`config.mk`:
```
export PLATFORM = sky130hd
export DESIGN_NAME = mem_port_arbiter
export DESIGN_NICKNAME = d
export VERILOG_FILES = /design/src/rtl/mem_port_arbiter_pkg.sv /design/src/rtl/arb_timeout_counter.sv /design/src/rtl/mem_port_arbiter.sv
export SDC_FILE = /design/constraint.sdc
export NUM_CORES = 1
export LEC_CHECK = 0
export BUFFER_PORTS_ARGS = -buffer_cell sky130_fd_sc_hd__clkbuf_2
export CAP_MARGIN = 25
export CORE_MARGIN = 2
export CORE_UTILIZATION = 50
export DETAILED_ROUTE_END_ITERATION = 12
export PLACE_DENSITY_LB_ADDON = 0.08
export SYNTH_ARGS = -nofsm -noshare
export SYNTH_HDL_FRONTEND = slang
export SYNTH_SLANG_ARGS = --single-unit
```
`constraint.sdc`:
```
create_clock -name clk -period 8.7 [get_ports clk]
set_input_delay 0.435 -clock clk [delete_from_list [all_inputs] [get_ports clk]]
set_output_delay 0.435 -clock clk [all_outputs]
set_load 0.01 [all_outputs]
```
`src/rtl/mem_port_arbiter_pkg.sv`:
```
// Shared definitions for the IF/MEM memory port arbiter.
// Holds the FSM state encoding, default widths and default arbitration limits.
package mem_port_arbiter_pkg;

    localparam int unsigned ADDR_LEN         = 32;
    localparam int unsigned DATA_LEN         = 32;
    localparam int unsigned ARB_STARVE_LIMIT = 4;
    localparam int unsigned ARB_TIMEOUT      = 64;

    typedef enum logic [1:0] {
        ARB_IDLE   = 2'd0,
        ARB_BUSY_I = 2'd1,
        ARB_BUSY_D = 2'd2
    } arb_state_t;

endpackage

```
`src/rtl/arb_timeout_counter.sv`:
```
// Saturating up-counter with synchronous clear/load and a terminal-count flag.
// Ports:
//   clk, rst    clock, asynchronous active-high reset (count -> 0)
//   clr         synchronous clear (highest priority)
//   load        synchronous load of load_val
//   inc         increment by one; holds once count == LIMIT
//   tc_c        combinational flag, count == LIMIT
module arb_timeout_counter #(
    parameter int unsigned LIMIT = 63,
    localparam int unsigned W    = (LIMIT > 0) ? $clog2(LIMIT + 1) : 1
) (
    input  logic         clk,
    input  logic         rst,
    input  logic         clr,
    input  logic         load,
    input  logic [W-1:0] load_val,
    input  logic         inc,
    output logic         tc_c
);

    logic [W-1:0] count;

    assign tc_c = (count == W'(LIMIT));

    // Count register; saturates at LIMIT.
    always_ff @(posedge clk or posedge rst) begin
        if (rst) begin
            count <= '0;
        end else if (clr) begin
            count <= '0;
        end else if (load) begin
            count <= load_val;
        end else if (inc && !tc_c) begin
            count <= count + W'(1);
        end
    end

endmodule

```
`src/rtl/mem_port_arbiter.sv`:
```
// Arbitrates one single-port, variable-latency memory between instruction
// fetch (read-only) and the load/store stage. Data wins ties unless the fetch
// has been passed over STARVE_LIMIT times in a row; a watchdog aborts any
// transaction that sees no m_ready for TIMEOUT cycles.
// Ports:
//   clk, rst                       clock, asynchronous active-high reset
//   if_req/if_addr                 fetch request (level) and address
//   if_done/if_rdata               fetch completion pulse and instruction
//   d_req/d_we/d_addr/d_wdata      data request (level), store flag, address, data
//   d_done/d_rdata                 data completion pulse and load data
//   err                            timeout pulse, coincident with the done pulse
//   m_req/m_we/m_addr/m_wdata      shared memory command, held until m_ready
//   m_rdata/m_ready                shared memory response
module mem_port_arbiter
    import mem_port_arbiter_pkg::*;
#(
    parameter int unsigned ADDR_W       = ADDR_LEN,
    parameter int unsigned DATA_W       = DATA_LEN,
    parameter int unsigned STARVE_LIMIT = ARB_STARVE_LIMIT,
    parameter int unsigned TIMEOUT      = ARB_TIMEOUT
) (
    input  logic              clk,
    input  logic              rst,
    input  logic              if_req,
    input  logic [ADDR_W-1:0] if_addr,
    output logic              if_done,
    output logic [DATA_W-1:0] if_rdata,
    input  logic              d_req,
    input  logic              d_we,
    input  logic [ADDR_W-1:0] d_addr,
    input  logic [DATA_W-1:0] d_wdata,
    output logic              d_done,
    output logic [DATA_W-1:0] d_rdata,
    output logic              err,
    output logic              m_req,
    output logic              m_we,
    output logic [ADDR_W-1:0] m_addr,
    output logic [DATA_W-1:0] m_wdata,
    input  logic [DATA_W-1:0] m_rdata,
    input  logic              m_ready
);

    arb_state_t state, state_nxt;

    logic              m_req_nxt;
    logic              m_we_nxt;
    logic [ADDR_W-1:0] m_addr_nxt;
    logic [DATA_W-1:0] m_wdata_nxt;
    logic              if_done_nxt;
    logic              d_done_nxt;
    logic              err_nxt;
    logic [DATA_W-1:0] if_rdata_nxt;
    logic [DATA_W-1:0] d_rdata_nxt;

    logic timer_clr, timer_inc, timer_tc;
    logic starve_clr, starve_inc, starve_tc;
    logic if_elig, d_elig, pick_i, pick_d;

    // A requester is masked while its own done pulse is visible, so a level
    // request still high in that cycle is not granted a second time.
    assign if_elig = if_req & ~if_done;
    assign d_elig  = d_req & ~d_done;
    assign pick_i  = if_elig & (~d_elig | starve_tc);
    assign pick_d  = d_elig & ~pick_i;

    // Watchdog: terminal count one below TIMEOUT so the abort edge lands
    // exactly TIMEOUT busy cycles after the grant.
    arb_timeout_counter #(
        .LIMIT (TIMEOUT - 1)
    ) u_timer (
        .clk      (clk),
        .rst      (rst),
        .clr      (timer_clr),
        .load     (1'b0),
        .load_val ('0),
        .inc      (timer_inc),
        .tc_c     (timer_tc)
    );

    // Consecutive data grants taken while a fetch was waiting.
    arb_timeout_counter #(
        .LIMIT (STARVE_LIMIT)
    ) u_starve (
        .clk      (clk),
        .rst      (rst),
        .clr      (starve_clr),
        .load     (1'b0),
        .load_val ('0),
        .inc      (starve_inc),
        .tc_c     (starve_tc)
    );

    // State register.
    always_ff @(posedge clk or posedge rst) begin
        if (rst) begin
            state <= ARB_IDLE;
        end else begin
            state <= state_nxt;
        end
    end

    // Next-state and next-output logic.
    always_comb begin
        state_nxt    = state;
        m_req_nxt    = m_req;
        m_we_nxt     = m_we;
        m_addr_nxt   = m_addr;
        m_wdata_nxt  = m_wdata;
        if_rdata_nxt = if_rdata;
        d_rdata_nxt  = d_rdata;
        if_done_nxt  = 1'b0;
        d_done_nxt   = 1'b0;
        err_nxt      = 1'b0;
        timer_clr    = 1'b0;
        timer_inc    = 1'b0;
        starve_clr   = 1'b0;
        starve_inc   = 1'b0;

        case (state)
            ARB_IDLE: begin
                m_req_nxt = 1'b0;
                if (pick_i || pick_d) begin
                    m_req_nxt = 1'b1;
                    timer_clr = 1'b1;
                    if (pick_i) begin
                        m_we_nxt    = 1'b0;
                        m_addr_nxt  = if_addr;
                        m_wdata_nxt = '0;
                        starve_clr  = 1'b1;
                        state_nxt   = ARB_BUSY_I;
                    end else begin
                        m_we_nxt    = d_we;
                        m_addr_nxt  = d_addr;
                        m_wdata_nxt = d_wdata;
                        starve_inc  = if_req;
                        starve_clr  = ~if_req;
                        state_nxt   = ARB_BUSY_D;
                    end
                end
            end

            ARB_BUSY_I, ARB_BUSY_D: begin
                if (m_ready || timer_tc) begin
                    // Completion or abort; an abort returns zero read data.
                    m_req_nxt = 1'b0;
                    err_nxt   = ~m_ready;
                    state_nxt = ARB_IDLE;
                    if (state == ARB_BUSY_I) begin
                        if_done_nxt  = 1'b1;
                        if_rdata_nxt = m_ready ? m_rdata : '0;
                    end else begin
                        d_done_nxt = 1'b1;
                        if (!m_we) begin
                            d_rdata_nxt = m_ready ? m_rdata : '0;
                        end
                    end
                end else begin
                    timer_inc = 1'b1;
                end
            end

            default: begin
                m_req_nxt = 1'b0;
                state_nxt = ARB_IDLE;
            end
        endcase
    end

    // Output registers.
    always_ff @(posedge clk or posedge rst) begin
        if (rst) begin
            m_req    <= 1'b0;
            m_we     <= 1'b0;
            m_addr   <= '0;
            m_wdata  <= '0;
            if_done  <= 1'b0;
            d_done   <= 1'b0;
            err      <= 1'b0;
            if_rdata <= '0;
            d_rdata  <= '0;
        end else begin
            m_req    <= m_req_nxt;
            m_we     <= m_we_nxt;
            m_addr   <= m_addr_nxt;
            m_wdata  <= m_wdata_nxt;
            if_done  <= if_done_nxt;
            d_done   <= d_done_nxt;
            err      <= err_nxt;
            if_rdata <= if_rdata_nxt;
            d_rdata  <= d_rdata_nxt;
        end
    end

endmodule

```
Word level (Yosys, flattened, before mapping)
Cells that the tools add are included.
{"block": "totals", "reg_bits": 144, "input_bits": 134, "out_inout_bits": 133, "elab_cells": 79}
{"block": "op_classes", "n_addsub": 2, "n_eq_ne": 6, "mux": 32, "n_bitwise": 13, "reduce_logical": 14}
{"operator": "2-to-1 mux 32 bit", "count": 3}
{"operator": "2-to-1 mux 1 bit", "count": 20}
{"operator": "2-to-1 mux 6 bit", "count": 2}
{"operator": "inverter 1 bit", "count": 8}
{"operator": "adder 6 x 1 -> 6 bit, second input constant", "count": 1}
{"operator": "equality test 6 bit, second input constant", "count": 1}
{"operator": "2-to-1 mux 2 bit", "count": 3}
{"operator": "2-to-1 mux 3 bit", "count": 2}
{"operator": "AND 1 bit", "count": 4}
{"operator": "!= test 2 bit, second input constant", "count": 2}
{"operator": "case mux 2 bit (2 select lines)", "count": 1}
{"operator": "AND reduction 2 bit", "count": 2}
{"operator": "AND reduction 4 bit", "count": 1}
{"operator": "nonzero test 2 bit", "count": 2}
{"operator": "adder 3 x 1 -> 3 bit, second input constant", "count": 1}
{"operator": "equality test 3 bit, second input constant", "count": 1}
{"operator": "AND reduction 3 bit", "count": 1}
{"operator": "equality test 2 x 1 -> 1 bit, second input constant", "count": 1}
{"operator": "equality test 2 bit, second input constant", "count": 1}
{"operator": "logical AND 1 bit", "count": 2}
{"operator": "logical NOT 1 bit", "count": 2}
{"operator": "logical NOT 2 bit", "count": 1}
{"operator": "logical OR 1 bit", "count": 2}
{"operator": "case mux 1 bit (2 select lines)", "count": 1}
{"operator": "other kinds (2)", "count": 2}

Longest topological paths before layout
{"block": "logic_depth", "word_depth": 13, "depth_mapped": 8, "mapped_depth_nobuf": 6}

Modules after synthesis
A second synthesis with hierarchy kept.
{"block": "unflattened", "hier_cells": 582, "area_unflattened_um2": 6754.0}
{"mod": "mem_port_arbiter", "instances": 1, "cells_per_inst": 508, "area_per_inst_um2": 6063.3}
{"mod": "arb_timeout_counter at u_timer", "instances": 1, "cells_per_inst": 50, "area_per_inst_um2": 454.2}
{"mod": "arb_timeout_counter at u_starve", "instances": 1, "cells_per_inst": 24, "area_per_inst_um2": 236.5}

Least setup slack after synthesis
OpenSTA, ideal clock, no wires.
{"block": "synth_timing", "path_kind": "register to register", "start": "register state[0]", "end": "register u_timer.count[5]", "arrival_ps": 1535, "required_time_ps": 8623, "slack_ps": 7087, "path_stages_with_launch": 7, "path_buffers": 0, "period_less_slack_ps": 1613, "path_cell_list": "dfrtp_1 inv_1 ha_1 nor2b_1 o21ai_1 or4_1 a21oi_1"}
{"block": "synth_via", "elab_chain_len": 5, "elab_cells_between_ends": 9, "cone_classes": "eq/ne: 2; mux: 3; reduce/logical: 4"}
{"item": "from (decl)", "line_no": "mem_port_arbiter.sv:43", "rtl": "arb_state_t state, state_nxt;"}
{"item": "from (signal assigned)", "line_no": "mem_port_arbiter.sv:98", "rtl": "state <= state_nxt;"}
{"item": "equality test 2 x 1 -> 1 bit or equality test 2 bit (tied branches)", "line_no": "mem_port_arbiter.sv:119", "rtl": "case (state)"}
{"item": "OR reduction 2 bit", "line_no": "mem_port_arbiter.sv:119"}
{"item": "2-to-1 mux 1 bit", "line_no": "mem_port_arbiter.sv:119"}
{"item": "logical AND 1 bit", "line_no": "arb_timeout_counter.sv:33", "rtl": "end else if (inc && !tc_c) begin"}
{"item": "nonzero test 2 bit (no line)"}
{"item": "to (signal assigned)", "line_no": "arb_timeout_counter.sv:32", "rtl": "count <= load_val;"}
{"item": "to (signal assigned)", "line_no": "arb_timeout_counter.sv:34", "rtl": "count <= count + W'(1);"}
{"item": "to (decl)", "line_no": "arb_timeout_counter.sv:21", "rtl": "logic [W-1:0] count;"}
Parallel ways exist; a longest one is shown, timed or not.
A chain may end at the register's enable or synchronous reset.

Final worst setup path
{"block": "layout_timing", "start": "register state[0]", "end": "register state[1]"}
{"block": "layout_via", "elab_chain_len": 4, "elab_cells_between_ends": 8, "cone_classes": "eq/ne: 4; mux: 1; reduce/logical: 3"}
{"item": "equality test 2 x 1 -> 1 bit or equality test 2 bit (tied branches)", "line_no": "mem_port_arbiter.sv:119"}
{"item": "OR reduction 2 bit", "line_no": "mem_port_arbiter.sv:119"}
{"item": "!= test 2 bit (no line)"}
{"item": "AND reduction 2 bit (no line)"}
Parallel ways exist; a longest one is shown, timed or not.

==> results.json <==
{
  "final_common_cell": "clkbuf_2",
  "finalCritPeriodShare": 0.2722,
  "required_ns": 8.99,
  "status": "finished, final reports clean",
  "dr_wl_met3_um": 987,
  "grt_overflow_total": 0,
  "tightest_slew_ns": 0.9287,
  "critPathKind": "reg -> reg",
  "antenna_found_initial": 0,
  "synth_ff_type": "dfrtp_1",
  "hold_path_class": "in -> async",
  "ys_warn_count": 0,
  "clk_pin_slew_ns": 0.06,
  "routabilityCongestion": 0.7969,
  "seq_area_frac_synth": 0.6337,
  "wl_met2_mm": 6.851,
  "drt_first_pass_iters": 4,
  "cts_tree": "yes",
  "routed_wl_mm": 13.90,
  "r2r_start": "state[0]",
  "dieArea_um2": 12240,
  "ctsHoldBuffers": 0,
  "synthesis.nets": 578,
  "synth-edff-count": 0,
  "synth_cell_types": 38,
  "dp.cells": 818,
  "ff2ff_path_depth": 6,
  "highest-signal-layer": "met4",
  "die_w_um": 110.6,
  "nets": 837,
  "startpoint": "state[0]",
  "cts.root.buffer_cell": "clkbuf_16",
  "tns_ns": 0,
  "arrival_ns": 2.66,
  "async_flop_share": 1.000,
  "p_leak_nw": 4.121,
  "start_util": 0.5178,
  "drv_slew": 0,
  "finalSetupViolations": 0,
  "coreArea_um2": 10980,
  "slew_headroom": 0.3809,
  "skew_ns": 0.009122,
  "numClockSinks": 144,
  "drive_gt1_frac": 0.4374,
  "drtIter0Drc": 267,
  "final_cell_mix": "clkbuf_2, dfrtp_1, a22o_1, nand2_1, mux2i_1",
  "vias_per_cell": 5.316,
  "htreeDepth": 4,
  "syn_to_final_growth_pct": 36.28,
  "cp_max_fo": 98,
  "clock_latency_ns": 0.41,
  "antennaDiodeCount": 0,
  "ir_worst_vdd_v": 0.0002403,
  "grt_start_max_net_pins": 99,
  "powerDensity_nw_per_um2": 396.3,
  "syn_avg_cell_area_um2": 12.95,
  "ys_ff_latch": 144,
  "max_cap_viol_count": 0,
  "grt_pass1_wl_mm": 22.63,
  "postCtsSetupRepairBufs": 0,
  "track_usage": 0.2298,
  "endpoint_kind": "flip-flop",
  "port_buffers": 266,
  "drtAntennaViolNets": 0,
  "vias": 4524,
  "period_minus_slack_ns": 2.368,
  "rsz0062_at_grt": "no",
  "hold_viol": 0,
  "layoutNonFillerInstCount": 851,
  "cts_buffer_depth": 2,
  "max_freq_mhz": 422.3,
  "cts-resized-gates": 0,
  "wl_per_cell_um": 16.33,
  "netlist_area_um2": 5687,
  "grt_pass1_vias": 4574,
  "drc": 0,
  "die_height_um": 110.6,
  "cts_buffers": 17,
  "rows": 38,
  "io_pins": 267,
  "start_kind": "flip-flop",
  "met1_length_mm": 5.795,
  "hpwl_mm": 9.881,
  "synth_cells": 439
}
## synth_stat cells (3+ instances only)
library cell	count	area share
and2_1	3	0.0033
mux2i_1	32	0.056
o21ai_1	30	0.026
nor2_1	5	0.0033
ha_1	5	0.011
a22o_1	98	0.15
inv_1	8	0.0053
a21oi_1	4	0.0035
dfrtp_1	144	0.63
clkbuf_1	10	0.0066
buf_2	15	0.013
nand2_1	40	0.026
buf_4	4	0.0053
o21ai_0	6	0.0053
nand3_1	3	0.0026
## report_power, final
group	total [W]	internal, W	switching [W]
Combinational	0.00116	0.000525	0.000639
Clock	0.000764	0.000497	0.000266
Sequential	0.00114	0.000971	0.000173
## flip-flops by register name, summed over array words and instances (netlist names)
register        count
u_timer.count       6
m_req               1
u_starve.count      3
d_done              1
state               2
m_wdata            32
if_rdata           32
err                 1
m_we                1
if_done             1
m_addr             32
d_rdata            32
## per-layer routing
metal / global-route usage / vias to the layer above
met5: 0 / -
met4: 0.08917 / 0
met3: 0.07519 / 24
met2: 0.3665 / 184
met1: 0.2934 / 2184
li1: - / 2132
## worst max-delay path, cell delays in order, from the launching register on
cell,delay [ns]
dfrtp_1,0.39
inv_1,0.06
ha_1,0.28
o21ai_4,0.11
buf_4,0.74
nor2_4,0.33
a22o_1,0.31
## cell type report
type | count | area [µm²]
inverter | 8 | 35.03
multi-input combinational | 253 | 1873
sequential | 144 | 3603
clock inverter | 8 | 125.1
tap | 140 | 175.2
clock buffer | 24 | 511.7
fill | 809 | 3233
timing repair buffer | 274 | 1426
## path summary, 6_finish.rpt
check / endpoint / slack, ns
worst min-delay path: d_rdata[22] / 0.07
min in group clk: m_wdata[26] / 0.24
worst max register to register: state[1] / 6.33
worst min register to register: m_addr[30] / 0.48
max in group asynchronous: m_wdata[6] / 7.64
worst max-delay path: state[1] / 6.33
## cells by family after synthesis
kind of cell / after synthesis / share of synthesized area
XOR/XNOR: 1 / 0.001540
multiplexers: 33 / 0.05831
AND/OR/NAND/NOR: 63 / 0.05060
buffers and inverters: 42 / 0.04026
adder cells (fa/ha/maj): 5 / 0.01100
AO/OA/AOI/OAI: 151 / 0.2046
flip-flops: 144 / 0.6337
## stage by stage
stage,hold slack [ns],area (µm²),power [W],utilization,worst slack (ns)
after CTS,0.08509,7722,0.003103,0.7031,6.363
after floorplan,0.4659,5687,0.001874,-,4.399
after global routing,0.1116,7750,0.003267,0.7056,6.155
final,0.07260,7750,0.003071,0.7056,6.332
after detailed placement,0.4755,7086,0.002321,0.6451,6.214
after global placement,0.4630,7056,0.002273,0.6424,6.262
(Power assumes the default switching activity.)
